File: src/rtl/rtc_poll_if.sv
// Port bundle between the RTC poll sequencer (master) and the RTC read/write engine (slave).
interface rtc_poll_if;
  logic [7:0] port_id;
  logic [7:0] in_dato;
  logic       write_strobe;
  logic       k_write_strobe;
  logic       read_strobe;
  logic [7:0] out_dato;
  logic       flag_done;

  modport master (
    output port_id, in_dato, write_strobe, k_write_strobe, read_strobe,
    input  out_dato, flag_done
  );

  modport slave (
    input  port_id, in_dato, write_strobe, k_write_strobe, read_strobe,
    output out_dato, flag_done
  );
endinterface

File: src/rtl/rtc_poll_sequencer.sv
// Autonomous replacement for the soft processor on the RTC engine port bus: issues a transfer
// command plus six register reads per poll and publishes the six BCD bytes as one atomic snapshot.
module rtc_poll_sequencer #(
  parameter int unsigned POLL_CYCLES    = 100000000,
  parameter int unsigned TIMEOUT_CYCLES = 1023,
  parameter logic [7:0]  CMD_PORT       = 8'h0E,
  parameter logic [7:0]  READ_PORT      = 8'h0F,
  parameter logic [7:0]  TRANSFER_CMD   = 8'hF0,
  parameter logic [7:0]  BASE_ADDR      = 8'h21
) (
  input  logic       clk,
  input  logic       reset,
  input  logic       poll_req,
  rtc_poll_if.master bus,
  output logic [7:0] seg,
  output logic [7:0] min,
  output logic [7:0] hora,
  output logic [7:0] dia,
  output logic [7:0] mes,
  output logic [7:0] anio,
  output logic       snap_valid,
  output logic       busy,
  output logic       err_timeout
);

  localparam logic [2:0] S_IDLE     = 3'd0;
  localparam logic [2:0] S_CMD      = 3'd1;
  localparam logic [2:0] S_CMD_GAP  = 3'd2;
  localparam logic [2:0] S_READ     = 3'd3;
  localparam logic [2:0] S_READ_GAP = 3'd4;
  localparam logic [2:0] S_COMMIT   = 3'd5;

  localparam logic [26:0] POLL_LAST = 27'(POLL_CYCLES - 1);
  localparam logic [9:0]  WAIT_LAST = 10'(TIMEOUT_CYCLES - 1);
  localparam logic [2:0]  LAST_IDX  = 3'd5;

  logic [2:0]       state;
  logic [2:0]       state_nxt;
  logic [2:0]       idx;
  logic [2:0]       idx_nxt;
  logic [9:0]       wait_cnt;
  logic [26:0]      poll_cnt;
  logic             poll_wrap;
  logic             pending;
  logic             trigger;
  logic             timeout_hit;
  logic [5:0][7:0]  shadow;

  // Deciding on the last strobe cycle lets a flag_done arriving then win over the timeout.
  always_comb begin
    trigger     = poll_wrap | poll_req;
    state_nxt   = state;
    idx_nxt     = idx;
    timeout_hit = 1'b0;
    case (state)
      S_IDLE: begin
        if (trigger || pending) begin
          state_nxt = S_CMD;
          idx_nxt   = 3'd0;
        end
      end
      S_CMD: begin
        if (bus.flag_done) begin
          state_nxt = S_CMD_GAP;
        end else if (wait_cnt == WAIT_LAST) begin
          state_nxt   = S_IDLE;
          timeout_hit = 1'b1;
        end
      end
      S_CMD_GAP: state_nxt = S_READ;
      S_READ: begin
        if (bus.flag_done) begin
          state_nxt = S_READ_GAP;
        end else if (wait_cnt == WAIT_LAST) begin
          state_nxt   = S_IDLE;
          timeout_hit = 1'b1;
        end
      end
      S_READ_GAP: begin
        if (idx == LAST_IDX) begin
          state_nxt = S_COMMIT;
        end else begin
          idx_nxt   = idx + 3'd1;
          state_nxt = S_READ;
        end
      end
      S_COMMIT: state_nxt = S_IDLE;
      default:  state_nxt = S_IDLE;
    endcase
  end

  // Free-running poll timer; the wrap flag is registered and acts as the periodic trigger.
  always_ff @(posedge clk or posedge reset) begin
    if (reset) begin
      poll_cnt  <= '0;
      poll_wrap <= 1'b0;
    end else if (poll_cnt == POLL_LAST) begin
      poll_cnt  <= '0;
      poll_wrap <= 1'b1;
    end else begin
      poll_cnt  <= poll_cnt + 27'd1;
      poll_wrap <= 1'b0;
    end
  end

  always_ff @(posedge clk or posedge reset) begin
    if (reset) begin
      state    <= S_IDLE;
      idx      <= 3'd0;
      wait_cnt <= '0;
      pending  <= 1'b0;
    end else begin
      state <= state_nxt;
      idx   <= idx_nxt;
      if (state_nxt != state) begin
        wait_cnt <= '0;
      end else if (state == S_CMD || state == S_READ) begin
        wait_cnt <= wait_cnt + 10'd1;
      end
      // Requests arriving while a poll runs collapse into a single follow-up poll.
      if (state == S_IDLE) begin
        pending <= 1'b0;
      end else if (trigger) begin
        pending <= 1'b1;
      end
    end
  end

  always_ff @(posedge clk or posedge reset) begin
    if (reset) begin
      shadow <= '0;
    end else if (state == S_READ && bus.flag_done) begin
      shadow[idx] <= bus.out_dato;
    end
  end

  // Outputs are registered from the next state so strobes and bus values change together.
  always_ff @(posedge clk or posedge reset) begin
    if (reset) begin
      bus.write_strobe   <= 1'b0;
      bus.k_write_strobe <= 1'b0;
      bus.read_strobe    <= 1'b0;
      bus.port_id        <= '0;
      bus.in_dato        <= '0;
      busy               <= 1'b0;
      snap_valid         <= 1'b0;
      err_timeout        <= 1'b0;
      seg                <= '0;
      min                <= '0;
      hora               <= '0;
      dia                <= '0;
      mes                <= '0;
      anio               <= '0;
    end else begin
      bus.write_strobe   <= (state_nxt == S_CMD);
      bus.k_write_strobe <= (state_nxt == S_CMD);
      bus.read_strobe    <= (state_nxt == S_READ);
      if (state_nxt == S_CMD) begin
        bus.port_id <= CMD_PORT;
        bus.in_dato <= TRANSFER_CMD;
      end else if (state_nxt == S_READ) begin
        bus.port_id <= READ_PORT;
        bus.in_dato <= BASE_ADDR + {5'd0, idx_nxt};
      end else begin
        bus.port_id <= '0;
        bus.in_dato <= '0;
      end
      busy        <= (state_nxt != S_IDLE);
      snap_valid  <= (state_nxt == S_COMMIT);
      err_timeout <= timeout_hit;
      if (state_nxt == S_COMMIT) begin
        seg  <= shadow[0];
        min  <= shadow[1];
        hora <= shadow[2];
        dia  <= shadow[3];
        mes  <= shadow[4];
        anio <= shadow[5];
      end
    end
  end

endmodule

File: src/flat_wrapper.sv
// flat-port wrapper written by rule: the top's interface ports become plain ports
module rtc_poll_sequencer_flat 
#(
  parameter int unsigned POLL_CYCLES    = 100000000,
  parameter int unsigned TIMEOUT_CYCLES = 1023,
  parameter logic [7:0]  CMD_PORT       = 8'h0E,
  parameter logic [7:0]  READ_PORT      = 8'h0F,
  parameter logic [7:0]  TRANSFER_CMD   = 8'hF0,
  parameter logic [7:0]  BASE_ADDR      = 8'h21
)
  (clk, reset, poll_req, seg, min, hora, dia, mes, anio, snap_valid, busy, err_timeout, bus_port_id, bus_in_dato, bus_write_strobe, bus_k_write_strobe, bus_read_strobe, bus_out_dato, bus_flag_done);
  rtc_poll_if bus_i ();
  input  logic clk;
  input  logic reset;
  input  logic poll_req;
  output logic [7:0] seg;
  output logic [7:0] min;
  output logic [7:0] hora;
  output logic [7:0] dia;
  output logic [7:0] mes;
  output logic [7:0] anio;
  output logic snap_valid;
  output logic busy;
  output logic err_timeout;
  output wire logic [$bits(bus_i.port_id)-1:0] bus_port_id;
  output wire logic [$bits(bus_i.in_dato)-1:0] bus_in_dato;
  output wire logic [$bits(bus_i.write_strobe)-1:0] bus_write_strobe;
  output wire logic [$bits(bus_i.k_write_strobe)-1:0] bus_k_write_strobe;
  output wire logic [$bits(bus_i.read_strobe)-1:0] bus_read_strobe;
  input wire logic [$bits(bus_i.out_dato)-1:0] bus_out_dato;
  input wire logic [$bits(bus_i.flag_done)-1:0] bus_flag_done;
  assign bus_port_id = bus_i.port_id;
  assign bus_in_dato = bus_i.in_dato;
  assign bus_write_strobe = bus_i.write_strobe;
  assign bus_k_write_strobe = bus_i.k_write_strobe;
  assign bus_read_strobe = bus_i.read_strobe;
  assign bus_i.out_dato = bus_out_dato;
  assign bus_i.flag_done = bus_flag_done;
  rtc_poll_sequencer #(.POLL_CYCLES(POLL_CYCLES), .TIMEOUT_CYCLES(TIMEOUT_CYCLES), .CMD_PORT(CMD_PORT), .READ_PORT(READ_PORT), .TRANSFER_CMD(TRANSFER_CMD), .BASE_ADDR(BASE_ADDR)) u_core (.clk(clk), .reset(reset), .poll_req(poll_req), .bus(bus_i), .seg(seg), .min(min), .hora(hora), .dia(dia), .mes(mes), .anio(anio), .snap_valid(snap_valid), .busy(busy), .err_timeout(err_timeout));
endmodule
File: config.mk
export PLATFORM = sky130hd
export DESIGN_NAME = rtc_poll_sequencer_flat
export DESIGN_NICKNAME = d
export VERILOG_FILES = /design/src/rtl/rtc_poll_if.sv /design/src/rtl/rtc_poll_sequencer.sv /design/src/flat_wrapper.sv
export SDC_FILE = /design/constraint.sdc
export NUM_CORES = 1
export LEC_CHECK = 0
export CELL_PAD_IN_SITES_DETAIL_PLACEMENT = 1
export CELL_PAD_IN_SITES_GLOBAL_PLACEMENT = 1
export CORE_MARGIN = 2
export CORE_UTILIZATION = 30
export CTS_BUF_LIST = sky130_fd_sc_hd__clkbuf_4 sky130_fd_sc_hd__clkbuf_8
export CTS_CLUSTER_SIZE = 16
export DETAILED_ROUTE_END_ITERATION = 10
export GPL_TIMING_DRIVEN = 0
export MAX_ROUTING_LAYER = met4
export PLACE_DENSITY = 0.54
export SYNTH_ARGS = -nofsm -noshare
export SYNTH_HDL_FRONTEND = slang
export SYNTH_SLANG_ARGS = --single-unit
File: constraint.sdc
create_clock -name clk -period 10.5 [get_ports clk]
set_input_delay 2.1 -clock clk [delete_from_list [all_inputs] [get_ports clk]]
set_output_delay 2.1 -clock clk [all_outputs]
set_load 0.03 [all_outputs]
==> flow_summary.yaml <==
yosys:
  synth_top_family_by_area: "simple AND/OR/NAND/NOR gates"
  synth_largest_area_cell: "dfrtp_1"
  ys.flop_type: "dfrtp_1"
  synth_edf_count: 0
  synthArstFlopShare: 1.00
  syn_area_per_cell_sq_um: 10.8
  synth-simple-area-share: 0.205
  netlist_area_sq_mm: 0.00645
  synth.distinct_cells: 51
  ys_seq_elements: 152
  synthAdderAreaFrac: 0.0116
  ys_top_cells_by_area: "dfrtp_1, nand2_1, mux2_2"
  syn_inst: 597
  synth_mux_area_frac: 0.0856
  ys_seq_area_frac: 0.590
  synth-xor-area-share: 0.0340
  synth_compound_area_frac: 0.0411
  netlist.area_leader.share: 0.590
  synth_warnings: 0
placement:
  place_ws_ns: 6.17
  gp_congestion: 0.788
  io_buffers: 77
  hpwl_um: 10700
layout:
  fillers: 2332
  num-nets-final: 715
  seq_area_sq_mm: 0.00380
  final_util: 0.381
  layout-area-overhead-vs-synth_pct: 24.6
  antennaDiodeCount: 0
  drive_above_1_share: 0.165
  multi_input_area_sq_mm: 0.00245
timing:
  clock.fmax_mhz: 259
  finalClockSkew_ns: 0.0102
  min_period_over_period: 0.368
  fin_ws_ns: 6.64
  rsz0062_at_grt: "no"
  hold_viol_final: 0
  setup_viol: 0
  slew_violations: 0
  tightestPinTransition_ns: 0.732
  tns_ns: 0
  hold_ws_ns: 0.466
  max_slew_margin: 0.508
  post-route-min-period_ns: 3.86
job:
  cap_violations: 0
global_route:
  track_usage: 0.152
  grt_pass1_vias: 4912
  grt_pass1_wl_um: 26000
  antenna_found_initial: 0
  overflow: 0
  grt_start_max_net_pins: 87
worst_setup_path:
  cp.required_ns: 10.83
  crit_cells: 6
  critical_path_buf_inv_count: 2
  critPathMaxFanout: 8
  worstPathArrival_ns: 4.19
  cp-end-kind: "flop"
  startpoint: "bus_flag_done"
  r2r_cells: 9
  crit_end: "u_core.shadow[22]$_DFFE_PP0P_"
  worstPathCellList: "clkdlybuf4s50_1 -> nand2_1 -> or2_1 -> buf_2 -> nor4_4 -> mux2_2"
  start_kind: "primary input"
  critical_path.top_delay_family: "simple AND/OR/NAND/NOR gates"
  r2r_end: "u_core.seg[3]$_DFFE_PP0P_"
  reg2reg_slack_ns: 8.04
  cpMaxStageDelayCell: "clkdlybuf4s50_1"
  r2r_start: "u_core.idx[1]$_DFF_PP0_"
  max_stage_delay_ns: 0.60
  path_class: "in -> reg"
routing:
  drt_iter0_drc: 242
  wirelength_um: 15600
  wire_per_inst_um: 15.9
  post_drt_via_cell_ratio: 4.67
  ant_nets: 0
  vias: 4596
  first_pass_iters: 4
  drc: 0
clock_tree:
  post_cts_resized: 0
  htreeDepth: 4
  hold_buffers: 0
  post_cts_buffers: 0
  cts_buffers: 17
  clockBufferDepth: 2
  clk_pin_slew_ns: 0.09
  clock-root-buffer: "clkbuf_8"
  cts_tree: "built"
  clock_latency_ns: 0.45
  cts.sinks: 152
pwr:
  p_leak_uw: 0.00380
  ir_worst_vdd_v: 0.0000784
  power_density_mw_per_mm2: 182
worst_hold_path:
  hp-class: "reg -> reg"
  worstHoldStart: "u_core.shadow[29]$_DFFE_PP0P_"
die:
  start_util: 0.306
  rows: 53
  die_h_um: 151
  die-width_um: 151
  io_pins: 82
  coreArea_sq_mm: 0.0211
  die-area_sq_mm: 0.0227
run_status:
  status: "complete, no violations"
[worst reg2reg max path, cell delays in order, from the launching register on]
cell,delay [ns]
dfrtp_1,0.52
inv_1,0.19
ha_1,0.26
nand2_1,0.17
or3_1,0.14
clkbuf_1,0.23
buf_2,0.28
buf_1,0.42
nand2_1,0.12
nand2_1,0.08
[final cells by class]
type | count | area share
Sequential cell | 152 | 0.474
Timing Repair Buffer | 78 | 0.0994
Multi-Input combinational cell | 409 | 0.305
Clock buffer | 19 | 0.0318
Buffer | 30 | 0.0218
Inverter | 9 | 0.00483
Tap cell | 275 | 0.0428
Clock inverter | 13 | 0.0212
[per-layer routing]
metal,wire (um),vias up,global-route usage
met5,0,-,-
li1,-,2181,-
met4,184,0,0.0439
met1,7170,2327,0.193
met2,7710,74,0.247
met3,566,14,0.0321
[kinds of logic (layout without fill, tap and decap cells)]
group	Yosys count	after routing
AND/OR/NAND/NOR	283	283
adder cells (fa/ha/maj)	6	6
multiplexers	49	49
XOR/XNOR	25	25
other	1	4
AO/OA/AOI/OAI	42	42
buffers and inverters	39	149
flip-flops	152	152
[cell usage after synthesis, types with 6 or more instances]
| cell | n |
|---|---|
| nor2_1 | 32 |
| nand2_1 | 177 |
| nor3_1 | 6 |
| or3_1 | 8 |
| inv_1 | 8 |
| o21ai_0 | 13 |
| mux2_2 | 48 |
| buf_4 | 14 |
| dfrtp_1 | 152 |
| xnor2_1 | 13 |
| nand4_1 | 10 |
| ha_1 | 6 |
| xor2_1 | 12 |
| nand3_1 | 16 |
| buf_2 | 8 |
| a21oi_1 | 13 |
| clkbuf_1 | 7 |
[worst min-delay path by stage]
stage / endpoint / slack [ns] / cells past startpoint
finish: u_core.dia[5]$_DFFE_PP0P_ / 0.47 / 2
global route: u_core.mes[5]$_DFFE_PP0P_ / 0.48 / 2
CTS: u_core.min[4]$_DFFE_PP0P_ / 0.47 / 2
detailed placement: u_core.anio[5]$_DFFE_PP0P_ / 0.45 / 2
global placement: u_core.poll_cnt[0]$_DFF_PP0_ / 0.44 / 1
floorplan: u_core.min[2]$_DFFE_PP0P_ / 0.43 / 2
[sequential cells by signal (all words and copies together), names as in the netlist, 3 cells and up]
register            cells
u_core.bus.in_dato      6
u_core.wait_cnt        10
u_core.state            3
u_core.dia              8
u_core.idx              3
u_core.anio             8
u_core.seg              8
u_core.shadow          48
u_core.min              8
u_core.mes              8
u_core.hora             8
u_core.poll_cnt        27
[where the power goes]
part	internal (uW)	switching, uW	leakage (uW)
clock network	247	232	0.000218
logic	129	164	0.00151
registers	646	41.9	0.00207
total	1020	439	0.00380
[stage by stage]
step	std cells	total power [uW]	area, sq um
final	985	1460	8030
after global routing	985	1550	8030
after CTS	985	1490	8030
after detailed placement	953	998	7610
after global placement	952	986	7570
after floorplan	600	892	6460
[placed cells by master (no fill, tap or decap), types with 4 or more instances in the layout]
cell type and n:
nand2b_1 5, buf_4 14, xnor2_1 13, clkinv_4 5, nand3_1 16, clkbuf_8 18, nor2_1 32, nor3_1 6
o21ai_0 13, nor2b_1 4, inv_1 7, dfrtp_1 152, clkdlybuf4s50_1 77, nand4_1 10, buf_2 8, or3_1 8
clkbuf_1 7, inv_6 4, a21oi_1 13, xor2_1 12, ha_1 6, nand2_1 177, mux2_2 48, and4_1 4
conb_1 4
Power figures use the tool's default switching activity.
